<file path="config.mk">
export PLATFORM = sky130hd
export DESIGN_NAME = ahb_arbiter_flat
export DESIGN_NICKNAME = d
export VERILOG_FILES = /design/src/rtl/ahb_pkg.sv /design/src/rtl/ahb_arbiter_if.sv /design/src/rtl/ahb_rr_picker.sv /design/src/rtl/ahb_arbiter.sv /design/src/flat_wrapper.sv
export SDC_FILE = /design/constraint.sdc
export NUM_CORES = 1
export LEC_CHECK = 0
export BUFFER_PORTS_ARGS = -buffer_cell sky130_fd_sc_hd__clkbuf_2
export CAP_MARGIN = 20
export CORE_ASPECT_RATIO = 1.75
export CORE_MARGIN = 4
export CORE_UTILIZATION = 40
export DETAILED_ROUTE_END_ITERATION = 6
export SLEW_MARGIN = 15
export SYNTH_ARGS = -nofsm -noshare
export SYNTH_HDL_FRONTEND = slang
export SYNTH_HIERARCHICAL = 1
export SYNTH_SLANG_ARGS = --single-unit
</file>
<file path="constraint.sdc">
create_clock -name HCLK -period 3.1 [get_ports HCLK]
set_input_delay 0.155 -clock HCLK [delete_from_list [all_inputs] [get_ports HCLK]]
set_output_delay 0.155 -clock HCLK [all_outputs]
set_load 0.005 [all_outputs]
</file>
<file path="src/rtl/ahb_pkg.sv">
// Shared AHB encodings and burst helpers used by the arbiter slice.
package ahb_pkg;

  localparam logic [1:0] HTRANS_IDLE   = 2'b00;
  localparam logic [1:0] HTRANS_BUSY   = 2'b01;
  localparam logic [1:0] HTRANS_NONSEQ = 2'b10;
  localparam logic [1:0] HTRANS_SEQ    = 2'b11;

  localparam logic [2:0] HBURST_SINGLE = 3'b000;
  localparam logic [2:0] HBURST_INCR   = 3'b001;
  localparam logic [2:0] HBURST_WRAP4  = 3'b010;
  localparam logic [2:0] HBURST_INCR4  = 3'b011;
  localparam logic [2:0] HBURST_WRAP8  = 3'b100;
  localparam logic [2:0] HBURST_INCR8  = 3'b101;
  localparam logic [2:0] HBURST_WRAP16 = 3'b110;
  localparam logic [2:0] HBURST_INCR16 = 3'b111;

  // Beats in a burst; 0 marks the undefined-length INCR burst.
  function automatic logic [4:0] burst_beats(input logic [2:0] hburst);
    logic [4:0] beats;
    case (hburst)
      HBURST_SINGLE:               beats = 5'd1;
      HBURST_INCR:                 beats = 5'd0;
      HBURST_WRAP4, HBURST_INCR4:  beats = 5'd4;
      HBURST_WRAP8, HBURST_INCR8:  beats = 5'd8;
      default:                     beats = 5'd16;
    endcase
    return beats;
  endfunction

endpackage

</file>
<file path="src/rtl/ahb_arbiter_if.sv">
// Arbiter-facing AHB signal bundle.
// Handshake: a beat is transferred on a rising edge where HREADY=1 (ready)
// and HTRANS is NONSEQ or SEQ (valid); with HREADY=0 every input is
// ignored and all arbiter state holds. dbg_* expose the internal beat
// counter and round-robin pointer for observation.
interface ahb_arbiter_if #(
  parameter int NO_OF_MASTERS = 4,
  parameter int MW            = $clog2(NO_OF_MASTERS)
) ();
  import ahb_pkg::*;

  logic [NO_OF_MASTERS-1:0] HBUSREQ;
  logic [NO_OF_MASTERS-1:0] HLOCK;
  logic [1:0]               HTRANS;
  logic [2:0]               HBURST;
  logic                     HREADY;
  logic [NO_OF_MASTERS-1:0] HGRANT;
  logic [MW-1:0]            HMASTER;
  logic [MW-1:0]            HMASTER_D;
  logic                     HMASTLOCK;
  logic [4:0]               dbg_remaining;
  logic [MW-1:0]            dbg_last_winner;

  // Bus side: masters / interconnect driving requests and transfer info.
  modport master (
    output HBUSREQ, HLOCK, HTRANS, HBURST, HREADY,
    input  HGRANT, HMASTER, HMASTER_D, HMASTLOCK, dbg_remaining, dbg_last_winner
  );

  // Arbiter side.
  modport slave (
    input  HBUSREQ, HLOCK, HTRANS, HBURST, HREADY,
    output HGRANT, HMASTER, HMASTER_D, HMASTLOCK, dbg_remaining, dbg_last_winner
  );

endinterface

</file>
<file path="src/rtl/ahb_rr_picker.sv">
// Combinational round-robin select: first requester above last_winner.
module ahb_rr_picker #(
  parameter int NO_OF_MASTERS = 4,
  parameter int MW            = $clog2(NO_OF_MASTERS)
) (
  input  logic [NO_OF_MASTERS-1:0] req,
  input  logic [MW-1:0]            last_winner,
  output logic                     valid,
  output logic [MW-1:0]            winner,
  output logic [NO_OF_MASTERS-1:0] winner_onehot
);

  // Scan last_winner+1 .. last_winner+N (mod N); last_winner itself is last.
  always_comb begin
    int idx;
    logic [MW-1:0] idx_w;
    valid         = 1'b0;
    winner        = '0;
    winner_onehot = '0;
    idx           = 0;
    idx_w         = '0;
    for (int off = 1; off <= NO_OF_MASTERS; off++) begin
      idx   = (int'(last_winner) + off) % NO_OF_MASTERS;
      idx_w = MW'(idx);
      if (!valid && req[idx_w]) begin
        valid                = 1'b1;
        winner               = idx_w;
        winner_onehot[idx_w] = 1'b1;
      end
    end
  end

endmodule

</file>
<file path="src/rtl/ahb_arbiter.sv">
// Round-robin AHB arbiter with burst, INCR and locked-sequence grant hold.
module ahb_arbiter
  import ahb_pkg::*;
#(
  parameter int NO_OF_MASTERS = 4,
  parameter int MW            = $clog2(NO_OF_MASTERS)
) (
  input  logic         HCLK,
  input  logic         HRESETn,
  ahb_arbiter_if.slave bus
);

  logic [4:0]               remaining;
  logic [4:0]               remaining_next;
  logic [4:0]               beats;
  logic [MW-1:0]            last_winner;
  logic [NO_OF_MASTERS-1:0] hgrant;
  logic [MW-1:0]            hmaster;
  logic [MW-1:0]            hmaster_d;
  logic                     hmastlock;
  logic                     incr_hold;
  logic                     hold;
  logic                     arbitrate;
  logic [NO_OF_MASTERS-1:0] others;
  logic [NO_OF_MASTERS-1:0] pick_req;
  logic                     pick_valid;
  logic [MW-1:0]            pick_idx;
  logic [NO_OF_MASTERS-1:0] pick_onehot;
  logic [MW-1:0]            winner;
  logic [NO_OF_MASTERS-1:0] winner_onehot;

  // Beat counter update; it only moves on edges with HREADY=1.
  always_comb begin
    beats          = burst_beats(bus.HBURST);
    remaining_next = remaining;
    if (bus.HREADY) begin
      case (bus.HTRANS)
        HTRANS_NONSEQ: remaining_next = (beats > 5'd1) ? beats - 5'd1 : 5'd0;
        HTRANS_SEQ:    remaining_next = (remaining != 5'd0) ? remaining - 5'd1 : 5'd0;
        HTRANS_IDLE:   remaining_next = 5'd0;
        default:       remaining_next = remaining;
      endcase
    end
  end

  // Hold decision on post-update counter; owner re-wins only when alone.
  always_comb begin
    incr_hold     = (bus.HBURST == HBURST_INCR) && (bus.HTRANS != HTRANS_IDLE) &&
                    bus.HBUSREQ[hmaster];
    hold          = (remaining_next != 5'd0) || incr_hold || bus.HLOCK[hmaster];
    arbitrate     = bus.HREADY && !hold;
    others        = bus.HBUSREQ & ~hgrant;
    pick_req      = (others != '0) ? others : bus.HBUSREQ;
    winner        = pick_valid ? pick_idx : '0;
    winner_onehot = pick_valid ? pick_onehot : NO_OF_MASTERS'(1);
  end

  ahb_rr_picker #(
    .NO_OF_MASTERS(NO_OF_MASTERS),
    .MW           (MW)
  ) u_picker (
    .req          (pick_req),
    .last_winner  (last_winner),
    .valid        (pick_valid),
    .winner       (pick_idx),
    .winner_onehot(pick_onehot)
  );

  // Grant, owner indices, lock flag and counter registers.
  always_ff @(posedge HCLK) begin
    if (!HRESETn) begin
      remaining   <= 5'd0;
      last_winner <= MW'(NO_OF_MASTERS - 1);
      hgrant      <= NO_OF_MASTERS'(1);
      hmaster     <= '0;
      hmaster_d   <= '0;
      hmastlock   <= 1'b0;
    end else begin
      remaining <= remaining_next;
      if (bus.HREADY) begin
        hmaster_d <= hmaster;
      end
      if (arbitrate) begin
        hgrant      <= winner_onehot;
        hmaster     <= winner;
        last_winner <= winner;
        hmastlock   <= bus.HLOCK[winner];
      end
    end
  end

  assign bus.HGRANT          = hgrant;
  assign bus.HMASTER         = hmaster;
  assign bus.HMASTER_D       = hmaster_d;
  assign bus.HMASTLOCK       = hmastlock;
  assign bus.dbg_remaining   = remaining;
  assign bus.dbg_last_winner = last_winner;

endmodule

</file>
<file path="src/flat_wrapper.sv">
// flat-port wrapper written by rule: the top's interface ports become plain ports
module ahb_arbiter_flat import ahb_pkg::*;
#(
  parameter int NO_OF_MASTERS = 4,
  parameter int MW            = $clog2(NO_OF_MASTERS)
)
  (HCLK, HRESETn, bus_HBUSREQ, bus_HLOCK, bus_HTRANS, bus_HBURST, bus_HREADY, bus_HGRANT, bus_HMASTER, bus_HMASTER_D, bus_HMASTLOCK, bus_dbg_remaining, bus_dbg_last_winner);
  ahb_arbiter_if #(.NO_OF_MASTERS(NO_OF_MASTERS), .MW(MW)) bus_i ();
  input  logic HCLK;
  input  logic HRESETn;
  input wire logic [$bits(bus_i.HBUSREQ)-1:0] bus_HBUSREQ;
  input wire logic [$bits(bus_i.HLOCK)-1:0] bus_HLOCK;
  input wire logic [$bits(bus_i.HTRANS)-1:0] bus_HTRANS;
  input wire logic [$bits(bus_i.HBURST)-1:0] bus_HBURST;
  input wire logic [$bits(bus_i.HREADY)-1:0] bus_HREADY;
  output wire logic [$bits(bus_i.HGRANT)-1:0] bus_HGRANT;
  output wire logic [$bits(bus_i.HMASTER)-1:0] bus_HMASTER;
  output wire logic [$bits(bus_i.HMASTER_D)-1:0] bus_HMASTER_D;
  output wire logic [$bits(bus_i.HMASTLOCK)-1:0] bus_HMASTLOCK;
  output wire logic [$bits(bus_i.dbg_remaining)-1:0] bus_dbg_remaining;
  output wire logic [$bits(bus_i.dbg_last_winner)-1:0] bus_dbg_last_winner;
  assign bus_i.HBUSREQ = bus_HBUSREQ;
  assign bus_i.HLOCK = bus_HLOCK;
  assign bus_i.HTRANS = bus_HTRANS;
  assign bus_i.HBURST = bus_HBURST;
  assign bus_i.HREADY = bus_HREADY;
  assign bus_HGRANT = bus_i.HGRANT;
  assign bus_HMASTER = bus_i.HMASTER;
  assign bus_HMASTER_D = bus_i.HMASTER_D;
  assign bus_HMASTLOCK = bus_i.HMASTLOCK;
  assign bus_dbg_remaining = bus_i.dbg_remaining;
  assign bus_dbg_last_winner = bus_i.dbg_last_winner;
  ahb_arbiter #(.NO_OF_MASTERS(NO_OF_MASTERS), .MW(MW)) u_core (.HCLK(HCLK), .HRESETn(HRESETn), .bus(bus_i));
endmodule
</file>
======== Word-level counts from Yosys, hierarchy flattened ========
Cells that the tools add are included.
word-level totals
  output and inout port bits .............. 16
  word-level logic and storage cells ...... 101
  register bits after elaboration ......... 16
  input port bits ......................... 16
  bits in writable memories ............... 0
  memories kept ........................... 0
  latch bits .............................. 0
  bits in read-only memories .............. 0
operators by class
  div/mod/pow operators ................... 0
  bitwise gates (word level) .............. 5
  shift operators ......................... 0
  $add $sub $neg .......................... 6
  order comparisons ....................... 11
  multiply operators ...................... 0
  reduce and logical (&&, ||, !) cells .... 24
  muxes and demuxes ....................... 42
  equal/unequal tests ..................... 7
operators with widths
  cell                                                                                  count
  4-bit 2-to-1 mux                                                                      6
  5-bit one-hot mux with 4 select lines                                                 1
  2-bit by 3-bit < comparator with 1-bit output (second input constant)                 6
  1-bit 2-to-1 mux                                                                      15
  5-bit 2-to-1 mux                                                                      3
  5-bit one-hot mux with 3 select lines                                                 1
  1-bit binary-select mux with 2-bit select                                             7
  4-bit bitwise OR                                                                      3
  1-bit logical AND                                                                     10
  2-bit 2-to-1 mux                                                                      5
  5-bit nonzero test                                                                    2
  5-bit by 1-bit subtractor with 5-bit output (second input constant)                   2
  1-bit demux with 2-bit select                                                         4
  2-bit by 1-bit greater-or-equal comparator with 1-bit output (second input constant)  4
  3-bit by 2-bit equality test with 1-bit output (second input constant)                2
  3-bit equality test (second input constant)                                           2
  5-bit by 1-bit > comparator with 1-bit output (second input constant)                 1
  2-bit by 1-bit adder with 2-bit output (second input constant)                        2
  2-bit adder (second input constant)                                                   2
  4-bit bitwise AND                                                                     1
  2-bit equality test (second input constant)                                           2
  1-bit logical NOT                                                                     4
  4-bit NOT                                                                             1
  4-bit nonzero test                                                                    1
  other kinds (6)                                                                       8

======== Longest topological paths before layout ========
  depth in word-level cells ............... 19
  mapped depth ............................ 13
  mapped depth without buffers ............ 12

======== Cells and area by module ========
Netlist, hierarchy kept.
by module, submodules not included
  module         cells each  seq. area each (µm²)  area each (µm²)  instances
  ahb_arbiter    127         320.3                 1094.8           1
  ahb_rr_picker  85          0.0                   631.9            1

======== Worst setup path after synthesis ========
Ideal clock, no wire load.
  path type ............................... register to register
  from .................................... register u_core.last_winner[0], in the netlist u_core/bus.dbg_last_winner[0]
  to ...................................... register u_core.hmastlock, in the netlist u_core/bus.HMASTLOCK
  arrival ................................. 3125 ps
  required time ........................... 3028 ps
  slack ................................... -97 ps
  period minus slack after synthesis ...... 3197 ps
  path buffers ............................ 3
  setup time .............................. 72 ps
  stages on the path, launching flop included .. 14
  path through ............................ dfxtp_1 buf_6 buf_2 inv_1 ha_1 clkbuf_1 a21oi_1 a211oi_1 a311o_1 a221oi_1 mux2i_1 a22o_1 a221o_1 mux2i_1
between the ends
  word-level cells in the longest chain between the ends .. 16
  elaborated cells on any way between the ends .. 29
  classes of those cells .................. add/sub: 4; mux: 19; reduce/logical: 6
ends and longest elaborated chain
  what                                         line                 source
  start, declared                              ahb_arbiter.sv:16    logic [MW-1:0] last_winner;
  start signal, assigned                       ahb_arbiter.sv:73    last_winner <= MW'(NO_OF_MASTERS - 1);
  start signal, assigned                       ahb_arbiter.sv:86    last_winner <= winner;
  2-bit by 1-bit adder with 2-bit output       ahb_rr_picker.sv:23  idx = (int'(last_winner) + off) % NO_OF_MASTERS;
  1-bit binary-select mux with 2-bit select    ahb_rr_picker.sv:25  if (!valid && req[idx_w]) begin
  1-bit 2-to-1 mux (implied by the code)       ahb_rr_picker.sv:25
  1-bit 2-to-1 mux                             ahb_rr_picker.sv:25
  1-bit logical NOT                            ahb_rr_picker.sv:25
  1-bit logical AND                            ahb_rr_picker.sv:25
  1-bit 2-to-1 mux                             ahb_rr_picker.sv:25
  1-bit logical NOT                            ahb_rr_picker.sv:25
  1-bit logical AND                            ahb_rr_picker.sv:25
  1-bit 2-to-1 mux                             ahb_rr_picker.sv:25
  1-bit logical NOT                            ahb_rr_picker.sv:25
  1-bit logical AND                            ahb_rr_picker.sv:25
  2-bit 2-to-1 mux *                           ahb_rr_picker.sv:25
  named net u_core.pick_idx[0]                 ahb_arbiter.sv:27    logic [MW-1:0] pick_idx;
  2-bit 2-to-1 mux *                           ahb_arbiter.sv:54    winner = pick_valid ? pick_idx : '0;
  1-bit binary-select mux with 2-bit select *  ahb_arbiter.sv:87    hmastlock <= bus.HLOCK[winner];
  1-bit 2-to-1 mux (implied by the code) *     ahb_arbiter.sv:87
  end signal, assigned                         ahb_arbiter.sv:87
  end, declared                                ahb_arbiter.sv:20    logic hmastlock;
The timed path passes the listed nets; every way through them passes the cells marked *. The select of a mux whose other input is x is not followed.
A chain may end at the register's enable or synchronous reset.

======== Worst setup path after layout ========
  from .................................... register u_core.hgrant[1], in the netlist u_core/bus.HGRANT[1]
  to ...................................... register u_core.hmastlock, in the netlist u_core/bus.HMASTLOCK
between the ends
  word-level cells in the longest chain between the ends .. 19
  elaborated cells on any way between the ends .. 29
  classes of those cells .................. mux: 20; bitwise: 2; reduce/logical: 7
ends and longest elaborated chain
  what                                         line                 source
  start, declared                              ahb_arbiter.sv:17    logic [NO_OF_MASTERS-1:0] hgrant;
  start signal, assigned                       ahb_arbiter.sv:84    hgrant <= winner_onehot;
  4-bit NOT *                                  ahb_arbiter.sv:52    others = bus.HBUSREQ & ~hgrant;
  4-bit bitwise AND *                          ahb_arbiter.sv:52
  4-bit nonzero test *                         ahb_arbiter.sv:53    pick_req = (others != '0) ? others : bus.HBUSREQ;
  4-bit 2-to-1 mux *                           ahb_arbiter.sv:53
  named net u_core.pick_req[0]                 ahb_arbiter.sv:25    logic [NO_OF_MASTERS-1:0] pick_req;
  1-bit binary-select mux with 2-bit select    ahb_rr_picker.sv:25
  1-bit 2-to-1 mux (implied by the code)       ahb_rr_picker.sv:25
  1-bit 2-to-1 mux                             ahb_rr_picker.sv:25
  [... 5 more ...]                             --
  1-bit 2-to-1 mux                             ahb_rr_picker.sv:25
  1-bit logical NOT                            ahb_rr_picker.sv:25
  1-bit logical AND                            ahb_rr_picker.sv:25
  2-bit 2-to-1 mux *                           ahb_rr_picker.sv:25
  named net u_core.pick_idx[0]                 ahb_arbiter.sv:27
  2-bit 2-to-1 mux *                           ahb_arbiter.sv:54
  1-bit binary-select mux with 2-bit select *  ahb_arbiter.sv:87
  1-bit 2-to-1 mux (implied by the code) *     ahb_arbiter.sv:87
Marks and branches as above.

==> reports/summary.md <==
### Worst hold path
* **critical hold path startpoint** bus_HLOCK[0]
* **Worst Hold Depth** 4
* **end point of the worst hold path** u_core/bus.HMASTLOCK
* **min-delay worst type** input port to register

### Drt
* **routed via count** 1787
* **Via density** 6.16
* **DRC errors left** 0
* **Total Wirelength** 4890 µm
* **iteration-0 DRC count of the detailed router** 110
* **Avg WL per Cell** 16.9 µm
* **number of routed nets with antenna violations** 0
* **total iterations of the first detailed-routing run** 4

### Placement
* **Port Buffer Count** 31
* **weighted congestion at the end of routability-driven global placement** 0.864
* **Final HPWL DP** 3890 µm
* **dpl ws** 0.270 ns

### Clock network
* **H-tree levels** 1
* **CTS Buffer Depth** 2
* **# hold bufs at CTS** 0
* **CTS root buf** clkbuf_8
* **clk_lat worst skew** 0.25 ns
* **total CTS buffers** 3
* **clock slew at the register clock pins of the worst setup and hold paths** 0.07 ns
* **sink count of the clock tree** 16
* **cells resized by post-CTS repair** 0
* **setup repair bufs after CTS** 0
* **clock tree from TritonCTS** built

### Logic synthesis
* **fraction of the yosys area taken by sequential cells** 0.186
* **ys flop type** dfxtp_1
* **area share of the largest cell type after synthesis** 0.186
* **warning count from the yosys run** 6
* **netlist area before placement** 1730 µm²
* **dominant combinational cell family by area after synthesis** compound AO/OA/AOI/OAI gates
* **Synth Area in Compound Gates** 0.257
* **Synth Area in Simple Gates** 0.257
* **multiplexer share of the synthesized area** 0.122
* **cell count after synthesis** 212
* **syn_area_per_cell** 8.14 µm²
* **adder-cell area share of the yosys netlist** 0.0870
* **count of flip-flops with a built-in enable after synthesis** 0
* **share of synthesized registers carrying an async set or reset** 0
* **synthesized-area fraction occupied by xor and xnor cells** 0.0101
* **Cell variety after synth** 55
* **flip-flop and latch count after synthesis** 16
* **total nets after synthesis** 240
* **leading cell types by total area after synthesis** dfxtp_1, ha_1, mux2i_1
* **cell type contributing the most total cell area after synthesis** dfxtp_1

### Worst setup path
* **reg2reg end** u_core/bus.HMASTLOCK
* **CP Launch Type** register
* **R2R depth** 12
* **Crit path required time** 3.28 ns
* **Data arrival, critical path** 3.05 ns
* **CP max FO** 12
* **crit end category** register
* **worst setup path category** register to register
* **FF-to-FF Start** u_core/bus.HGRANT[1]
* **register-to-register setup slack** 0.23 ns

### STA
* **number of pins exceeding their max-slew limit in the final report** 0
* **fmax** 0.348 GHz
* **post-route worst setup slack** 0.230 ns
* **endpoints failing hold** 0
* **crit path time final** 2.87 ns
* **unrepaired setup endpoints after global routing** false
* **Clock Skews** 0.00899 ns
* **slew at the pin with the worst max-slew slack** 0.715 ns
* **endpoints failing setup** 0
* **sum of negative setup slack** 0 ns
* **portion of the clock cycle consumed by the worst path in the final layout** 0.926
* **worst relative slew slack** 0.519
* **Hold Worst Slack** 0.296 ns

### Floorplanning
* **number of top-level pins** 32
* **Placeable Area** 4150 µm²
* **height of the die** 94.9 µm
* **full die area** 5470 µm²
* **starting density of the core** 0.416
* **count of standard-cell rows** 31
* **Die W** 57.7 µm

### Finish
* **net count of the finished layout** 270
* **number of diodes** 0
* **footprint of the multi-input gates** 1270 µm²
* **Filler cells** 435
* **share of cells above drive strength 1** 0.237
* **combined flip-flop and latch cell area** 320 µm²
* **layout-stage area growth over the synthesis result** 15.1%
* **share of the core filled with cells** 0.479

### Power
* **worst IR drop on VDD** 0.191 mV
* **power after layout** 0.791 mW
* **pwr/cell area** 398 nW/µm²
* **leak pwr** 0.843 nW

### Global routing
* **overall global routing resource usage** 0.184
* **global-route wire length before repair** 7990 µm
* **largest net degree at the start of global routing** 22
* **initial antenna violation count** 0
* **Overflow after GRT** 0
* **number of global-route vias before repair** 1710

### Run status
* **outcome** complete, no violations

### Job
* **count of max-cap constraint violations** 0

-- power by group --
part           total, mW  switching (mW)  internal (mW)
clock network      0.191          0.0785          0.113
registers          0.234          0.0142          0.220
logic              0.366           0.211          0.155
total              0.791           0.303          0.488
-- state kept, by name, summed over array words and instances, names as in the netlist --
| name | flops |
|---|---|
| u_core/bus.HGRANT | 4 |
| u_core/bus.HMASTER | 2 |
| u_core/bus.HMASTER_D | 2 |
| u_core/bus.HMASTLOCK | 1 |
| u_core/bus.dbg_last_winner | 2 |
| u_core/bus.dbg_remaining | 5 |
-- cell usage in the layout (no fill, tap or decap), types with 2 or more instances in the layout --
cell type	Yosys	layout
clkbuf_2	1	31
inv_1	19	19
nand2_1	18	18
dfxtp_1	16	16
nor2_1	12	12
ha_1	12	12
mux2i_1	11	11
o21ai_0	9	9
a21oi_1	8	8
nand4_1	8	8
buf_4	0	7
or3_1	6	6
a31oi_1	6	6
nand3_1	5	5
o31ai_1	5	5
a2111o_1	5	5
clkbuf_8	0	4
nor3_1	4	4
mux4_2	4	4
nand2b_1	3	3
a21boi_0	3	3
o211ai_1	3	3
or2_2	3	3
a211oi_1	3	3
o221ai_1	2	2
xnor2_1	2	2
o41ai_1	2	2
nor3b_1	2	2
nand4b_1	2	2
o32ai_1	2	2
-- worst max path at each step --
stage	from	endpoint	slack, ns	cells after the start
6_report	u_core/bus.HGRANT[1]	u_core/bus.HMASTLOCK	0.23	12
4_1_cts	u_core/bus.HGRANT[1]	u_core/bus.HMASTLOCK	0.24	12
3_5_place_dp	u_core/bus.HGRANT[1]	u_core/bus.HMASTLOCK	0.27	12
5_1_grt	u_core/bus.HGRANT[0]	u_core/bus.HMASTER[1]	0.02	11
3_3_place_gp	u_core/bus.HGRANT[1]	u_core/bus.HMASTLOCK	0.35	12
2_1_floorplan	u_core/bus.dbg_last_winner[0]	u_core/bus.HMASTLOCK	0.02	13
-- worst max-delay path, cell delays in order (launching register included) --
cell and delay [ns]:
dfxtp_1 0.34, o221ai_1 0.23, a21o_1 0.15, a21boi_0 0.09, buf_4 0.18, mux2i_1 0.14
a211oi_1 0.09, a311o_1 0.35, a221oi_2 0.39, mux2i_1 0.14, a22o_1 0.24, a221o_1 0.33
mux2i_1 0.12
-- cells by family (layout without fill, tap and decap cells) --
kind of cell | count (synthesis) | in the layout
XOR/XNOR | 2 | 2
AND/OR/NAND/NOR | 74 | 74
flip-flops | 16 | 16
adder cells (fa/ha/maj) | 12 | 12
AO/OA/AOI/OAI | 60 | 60
buffers and inverters | 32 | 61
multiplexers | 16 | 16
-- layer usage --
layer	vias to the layer above	routed length, µm	global-route usage
met5	-	0	0
met4	0	154	0.0832
met3	15	207	0.0164
met2	66	2700	0.354
met1	839	1830	0.194
li1	867	-	-
-- Yosys cell counts (all sizes together), types with 5 or more instances --
cell	number
or3	6
inv	19
nand3	5
ha	12
nand2	18
o21ai	9
a21oi	8
o31ai	5
nor2	12
buf	5
a2111o	5
mux2i	11
nand4	8
clkbuf	8
a31oi	6
dfxtp	16
-- final cells by class --
cell class                 instances  area share
clock buffer                       4      0.0277
tap                               49      0.0308
sequential                        16       0.161
inverter                          19      0.0359
timing repair buffer              38       0.104
multi-input combinational        164       0.640
-- per-stage QoR --
stage	area [µm²]	std cells
2_1_floorplan	1730	212
3_3_place_gp	1930	286
3_5_place_dp	1930	286
4_1_cts	1990	290
5_1_grt	1990	290
6_report	1990	290
Note: power is estimated with default switching activity, not from simulation.
